`src/rtl/hazard_scoreboard.sv`:
```
// Hazard/forwarding controller for the pipelined MIPS core: an EX..WB destination scoreboard drives stall, flush, ID bypass and registered EX forward selects.
// Build option: define HAZARD_SCOREBOARD_FWD_EN to enable EX forwarding (only load-use then stalls).
module hazard_scoreboard #(
  parameter int REG_AW     = 5,
  parameter int DEPTH      = 3,
  parameter int LOAD_STAGE = 1,
  parameter int CNT_W      = 32
) (
  input  logic                       clk,
  input  logic                       rst,
  input  logic                       id_valid,
  input  logic [REG_AW-1:0]          id_rs,
  input  logic [REG_AW-1:0]          id_rt,
  input  logic                       id_rs_used,
  input  logic                       id_rt_used,
  input  logic                       id_we,
  input  logic [REG_AW-1:0]          id_dest,
  input  logic                       id_is_load,
  input  logic                       ex_branch_taken,
  output logic                       pc_hold,
  output logic                       ifid_hold,
  output logic                       ifid_flush,
  output logic                       idex_bubble,
  output logic                       id_byp_a,
  output logic                       id_byp_b,
  output logic [$clog2(DEPTH)-1:0]   ex_fwd_a,
  output logic [$clog2(DEPTH)-1:0]   ex_fwd_b,
  output logic [CNT_W-1:0]           stall_cnt,
  output logic [CNT_W-1:0]           flush_cnt
);

  localparam int FW = $clog2(DEPTH);

  logic [DEPTH-1:0]  v_q, v_d;
  logic [REG_AW-1:0] dst_q [DEPTH];
  logic [REG_AW-1:0] dst_d [DEPTH];
  logic [FW-1:0]     ex_fwd_a_q, ex_fwd_a_d, ex_fwd_b_q, ex_fwd_b_d;
  logic [CNT_W-1:0]  stall_cnt_q, stall_cnt_d, flush_cnt_q, flush_cnt_d;
  logic [DEPTH-1:0]  match_a_s, match_b_s;
  logic              hazard_s, stall_s, flush_s;

`ifdef HAZARD_SCOREBOARD_FWD_EN
  // Only entries below LOAD_STAGE need the load flag.
  logic [LOAD_STAGE-1:0] ld_q, ld_d;

  // Youngest matching entry in EX..MEM wins; code is entry index + 1.
  function automatic logic [FW-1:0] fwd_code(input logic [DEPTH-1:0] m);
    logic [FW-1:0] c;
    c = {FW{1'b0}};
    for (int k = DEPTH - 2; k >= 0; k--) begin
      c = m[k] ? FW'(k + 1) : c;
    end
    return c;
  endfunction
`else
  logic unused_load_s;
  assign unused_load_s = id_is_load;
`endif

  // Source-versus-entry compare; register 0 never matches.
  always_comb begin
    match_a_s = {DEPTH{1'b0}};
    match_b_s = {DEPTH{1'b0}};
    for (int k = 0; k < DEPTH; k++) begin
      match_a_s[k] = id_valid & id_rs_used & v_q[k] & (dst_q[k] == id_rs) & (id_rs != {REG_AW{1'b0}});
      match_b_s[k] = id_valid & id_rt_used & v_q[k] & (dst_q[k] == id_rt) & (id_rt != {REG_AW{1'b0}});
    end
  end

  // Hazard detection, then stall/flush qualification (flush wins, reset masks both).
  always_comb begin
    hazard_s = 1'b0;
`ifdef HAZARD_SCOREBOARD_FWD_EN
    for (int k = 0; k < LOAD_STAGE; k++) begin
      hazard_s = hazard_s | (ld_q[k] & (match_a_s[k] | match_b_s[k]));
    end
`else
    for (int k = 0; k < DEPTH - 1; k++) begin
      hazard_s = hazard_s | match_a_s[k] | match_b_s[k];
    end
`endif
    flush_s = ex_branch_taken & ~rst;
    stall_s = hazard_s & ~ex_branch_taken & ~rst;
  end

  assign pc_hold     = stall_s;
  assign ifid_hold   = stall_s;
  assign ifid_flush  = flush_s;
  assign idex_bubble = stall_s | flush_s;
  assign id_byp_a    = match_a_s[DEPTH-1];
  assign id_byp_b    = match_b_s[DEPTH-1];
  assign ex_fwd_a    = ex_fwd_a_q;
  assign ex_fwd_b    = ex_fwd_b_q;
  assign stall_cnt   = stall_cnt_q;
  assign flush_cnt   = flush_cnt_q;

  // Next-state: scoreboard shift, forward selects, saturating counters.
  always_comb begin
    v_d[0]   = id_valid & id_we & ~stall_s & ~flush_s;
    dst_d[0] = (stall_s | flush_s) ? {REG_AW{1'b0}} : id_dest;
    for (int k = 1; k < DEPTH; k++) begin
      v_d[k]   = v_q[k-1];
      dst_d[k] = dst_q[k-1];
    end
`ifdef HAZARD_SCOREBOARD_FWD_EN
    ld_d[0] = id_is_load & ~stall_s & ~flush_s;
    for (int k = 1; k < LOAD_STAGE; k++) begin
      ld_d[k] = ld_q[k-1];
    end
    ex_fwd_a_d = (stall_s | flush_s) ? {FW{1'b0}} : fwd_code(match_a_s);
    ex_fwd_b_d = (stall_s | flush_s) ? {FW{1'b0}} : fwd_code(match_b_s);
`else
    ex_fwd_a_d = {FW{1'b0}};
    ex_fwd_b_d = {FW{1'b0}};
`endif
    stall_cnt_d = (stall_s && (stall_cnt_q != {CNT_W{1'b1}})) ? stall_cnt_q + CNT_W'(1) : stall_cnt_q;
    flush_cnt_d = (flush_s && (flush_cnt_q != {CNT_W{1'b1}})) ? flush_cnt_q + CNT_W'(1) : flush_cnt_q;
  end

  // State registers with asynchronous clear.
  always_ff @(posedge clk or posedge rst) begin
    if (rst) begin
      v_q <= {DEPTH{1'b0}};
      for (int k = 0; k < DEPTH; k++) begin
        dst_q[k] <= {REG_AW{1'b0}};
      end
`ifdef HAZARD_SCOREBOARD_FWD_EN
      ld_q <= {LOAD_STAGE{1'b0}};
`endif
      ex_fwd_a_q  <= {FW{1'b0}};
      ex_fwd_b_q  <= {FW{1'b0}};
      stall_cnt_q <= {CNT_W{1'b0}};
      flush_cnt_q <= {CNT_W{1'b0}};
    end else begin
      v_q <= v_d;
      for (int k = 0; k < DEPTH; k++) begin
        dst_q[k] <= dst_d[k];
      end
`ifdef HAZARD_SCOREBOARD_FWD_EN
      ld_q <= ld_d;
`endif
      ex_fwd_a_q  <= ex_fwd_a_d;
      ex_fwd_b_q  <= ex_fwd_b_d;
      stall_cnt_q <= stall_cnt_d;
      flush_cnt_q <= flush_cnt_d;
    end
  end

endmodule

```
`config.mk`:
```
export PLATFORM = sky130hd
export DESIGN_NAME = hazard_scoreboard
export DESIGN_NICKNAME = d
export VERILOG_FILES = /design/src/rtl/hazard_scoreboard.sv
export SDC_FILE = /design/constraint.sdc
export NUM_CORES = 1
export LEC_CHECK = 0
export ABC_AREA = 1
export ABC_CLOCK_PERIOD_IN_PS = 8200
export CAP_MARGIN = 20
export CORE_ASPECT_RATIO = 1.4
export CORE_MARGIN = 8
export CORE_UTILIZATION = 38
export DETAILED_ROUTE_END_ITERATION = 10
export GPL_TIMING_DRIVEN = 0
export PLACE_DENSITY = 0.58
export SYNTH_ARGS = -nofsm -noshare
export SYNTH_HDL_FRONTEND = slang
export SYNTH_SLANG_ARGS = --single-unit
```
`constraint.sdc`:
```
create_clock -name clk -period 8.2 [get_ports clk]
set_input_delay 1.23 -clock clk [delete_from_list [all_inputs] [get_ports clk]]
set_output_delay 1.23 -clock clk [all_outputs]
set_load 0.01 [all_outputs]
```
==> metrics, run 1 <==
outcome finished, final reports clean; Distinct cells, synth 29; core footprint 13900 um^2; Hold EP v_q[2]; hold_sp v_q[1]; Post-Syn Instances 794; Critical path buffers and inverters 3; Critical Path Slowest Stage Cell clkdlybuf4s50_1; ys flop type dfrtp_1; Final Hold Fails 0; endpoints failing setup 0; EDFF count, synth 0; WHS Path Cells 0; DRC viols 0; Reg-to-Reg End stall_cnt[26]; clock sinks 82; Final Max Tran Viols 0; clock edge transition at the registers on the reported setup and hold paths 0.07 ns; Slew HR 60.3%; crit path cell chain clkdlybuf4s50_1, inv_1, nand2_1, nand2_1, nor2_1, nand3_1, nand2_1, nand2_1, nand2_1, nand2_1, nand2_1, clkdlybuf4s50_1; Area Overhead vs Synth 27.7%; DRT met1 WL 6.30 mm; grt total ovfl 0; Pwr Density 155 nW/um^2; Routed met3 length 936 um; Placed Area 6560 um^2; Clock Skew 0.00757 ns; Synth top area share 38.1%; RSZ-0062 raised after global routing no; number of fill cells in the layout 1484; row count 51; Max VDD drop 0.139 mV; Avg WL per Cell 15.5 um; worst-case reg-to-reg path depth 10; Root Driver clkbuf_16; total power 1060 uW; Slew @ Worst Pin 0.590 ns; commonest cells in the netlist 346 x nand2_1, 91 x nor2_1, 82 x dfrtp_1; Num CTS Buffers 9; worst-path fanout max 7; YS warnings 0; First-pass DRT Iterations 5; Hold Path Class reg2reg; Worst Setup SP id_rt[2]; Clock Path Buffers 2; area occupied by multi-input gates 2920 um^2; first-pass GRT wire length 27.3 mm; crit-path most repeated cell nand2_1; vias in the first global route 5354; Setup TNS Final 0 ns; max_cap viols 0; post-CTS sizing 0; Setup crit start kind input pin; port bufs 91; most common cell in the synthesized netlist nand2_1; Post-Layout Cell Count 1090; Inserted Diodes 0; FMAX 0.205 GHz; layout cells sized above 1 5.86%; 1st-iter DRT viols 259; H-tree levels 3; reg2reg start stall_cnt[0]; CTS tree built; dpl hpwl 13.6 mm; post-synth top area cell dfrtp_1; synthesized area 5380 um^2; Critical Path RT 6.97 ns; vias per inst 4.87; Sequential Area 2050 um^2; most area-consuming cells after synthesis dfrtp_1 38%, nand2_1 24%, nor2_1 6.3%; post-route cell area 6870 um^2; Synth Area per Inst 6.78 um^2; DR WL met2 9.10 mm; Crit. End Element primary output; Seq/Total Area, Yosys 38.1%; CP Data Arrival Time 3.65 ns; die height 157 um; Initial Util 38.7%; Post-Place Cells 1074; initial antenna violation count 0; worst-skew pair later-pin latency 0.34 ns; Routed Antenna Nets 0; top sig layer met4; Seq cells post-synth 82; Hold WS 0.411 ns; Tcrit/Tclk final 59.5%; GP Congestion 0.947; delay-heaviest family, CP buffers and inverters; All-Layer GR Usage 19.3%; CTS Hold Buffers Added 0; DR vias 5312; chip width 117 um; # IOs 97; Post-CTS Setup Inserts 0; Static Leakage 0.00318 uW; critical path class in2out; post-layout min period 4.88 ns; Routed Wire Length 16.9 mm; largest stage delay on the critical path 0.60 ns; largest net degree at the start of global routing 63; nets@finish 925; full die area 18300 um^2; asr flop ratio synth 100%; R2R Setup Slk 5.93 ns
==> final cells by class <==
class | instances | area share (%)
Tap cell | 185 | 3.37
Buffer | 23 | 2.33
Multi-Input combinational cell | 623 | 42.5
Clock inverter | 7 | 1.18
Inverter | 69 | 3.81
Sequential cell | 82 | 29.9
Timing Repair Buffer | 92 | 13.7
Clock buffer | 9 | 3.28
==> registers in the layout (all words and copies together), names as in the netlist <==
signal and cells:
v_q 3, flush_cnt 32, stall_cnt 32, dst_q 5, dst_d 10
==> routing by layer <==
| metal | global-route usage [%] | vias up |
|---|---|---|
| li1 | - | 2693 |
| met1 | 19.9 | 2457 |
| met2 | 36.0 | 131 |
| met3 | 3.59 | 31 |
| met4 | 9.36 | 0 |
| met5 | 0 | - |
==> metrics by stage <==
step           utilization (%)  setup slack (ns)
2_1_floorplan                -              3.46
3_3_place_gp              47.0              1.42
3_5_place_dp              47.2              3.30
4_1_cts                   49.4              3.30
5_1_grt                   49.4              3.15
6_report                  49.4              3.32
==> worst max path at each step <==
| stage | cells past startpoint | slack [ns] | to |
|---|---|---|---|
| 5_1_grt | 12 | 3.15 | idex_bubble |
| 6_report | 12 | 3.32 | idex_bubble |
| 3_5_place_dp | 12 | 3.30 | idex_bubble |
| 4_1_cts | 12 | 3.30 | idex_bubble |
| 2_1_floorplan | 3 | 3.46 | idex_bubble |
| 3_3_place_gp | 5 | 1.42 | idex_bubble |
==> cells in the final DEF, fill, tap and decap left out, types with 2 or more instances in the layout <==
cell	netlist	layout
buf_6	5	5
nand2_1	346	346
inv_2	2	2
ha_1	2	2
clkbuf_16	0	9
nand3_2	3	3
o21ai_1	4	4
clkdlybuf4s50_1	0	91
clkbuf_1	3	3
nor3_1	22	22
conb_1	1	4
nor2_4	4	4
inv_6	0	5
o21ai_0	15	15
nand2_2	2	2
inv_1	67	66
buf_4	7	7
nor4b_1	2	2
nand3b_1	19	19
xnor2_1	13	13
dfrtp_1	82	82
nor2_1	91	91
buf_2	8	8
nand3_1	21	21
xor2_1	32	32
nand4_1	37	37
==> power by group <==
part / switching (uW) / total [uW] / internal, uW
logic: 88.8 / 171 / 82.6
registers: 36.9 / 468 / 432
clock network: 182 / 423 / 242
total: 307 / 1060 / 756
==> kinds of logic after synthesis <==
logic type               share of synthesized area (%)
AO/OA/AOI/OAI                                     1.86
buffers and inverters                             7.79
other                                           0.0697
adder cells (fa/ha/maj)                          0.465
XOR/XNOR                                          7.33
AND/OR/NAND/NOR                                   44.3
flip-flops                                        38.1
No activity file was read; power rests on OpenSTA's default activity.
==> run 2: changes to the inputs <==
--- a/config.mk
+++ b/config.mk
@@ -6,7 +6,7 @@
 export NUM_CORES = 1
 export LEC_CHECK = 0
 export ABC_AREA = 1
-export ABC_CLOCK_PERIOD_IN_PS = 8200
+export ABC_CLOCK_PERIOD_IN_PS = 4750
 export CAP_MARGIN = 20
 export CORE_ASPECT_RATIO = 1.4
 export CORE_MARGIN = 8
==> constraint.sdc (replaced) <==
create_clock -name clk -period 4.75 [get_ports clk]
set_input_delay 0.7125 -clock clk [delete_from_list [all_inputs] [get_ports clk]]
set_output_delay 0.7125 -clock clk [all_outputs]
set_load 0.01 [all_outputs]
==> results of run 2 <==
Same layout as run 1 (identical final DEF). Status: finished, final reports clean.
Among the figures that moved: setup slack after placement 3.30 ns -> 0.889 ns; setup slack after layout 3.32 ns -> 0.907 ns; register-to-register setup slack 5.93 ns -> 2.48 ns; total power 1060 uW -> 1840 uW; worst IR drop on VDD 0.139 mV -> 0.240 mV
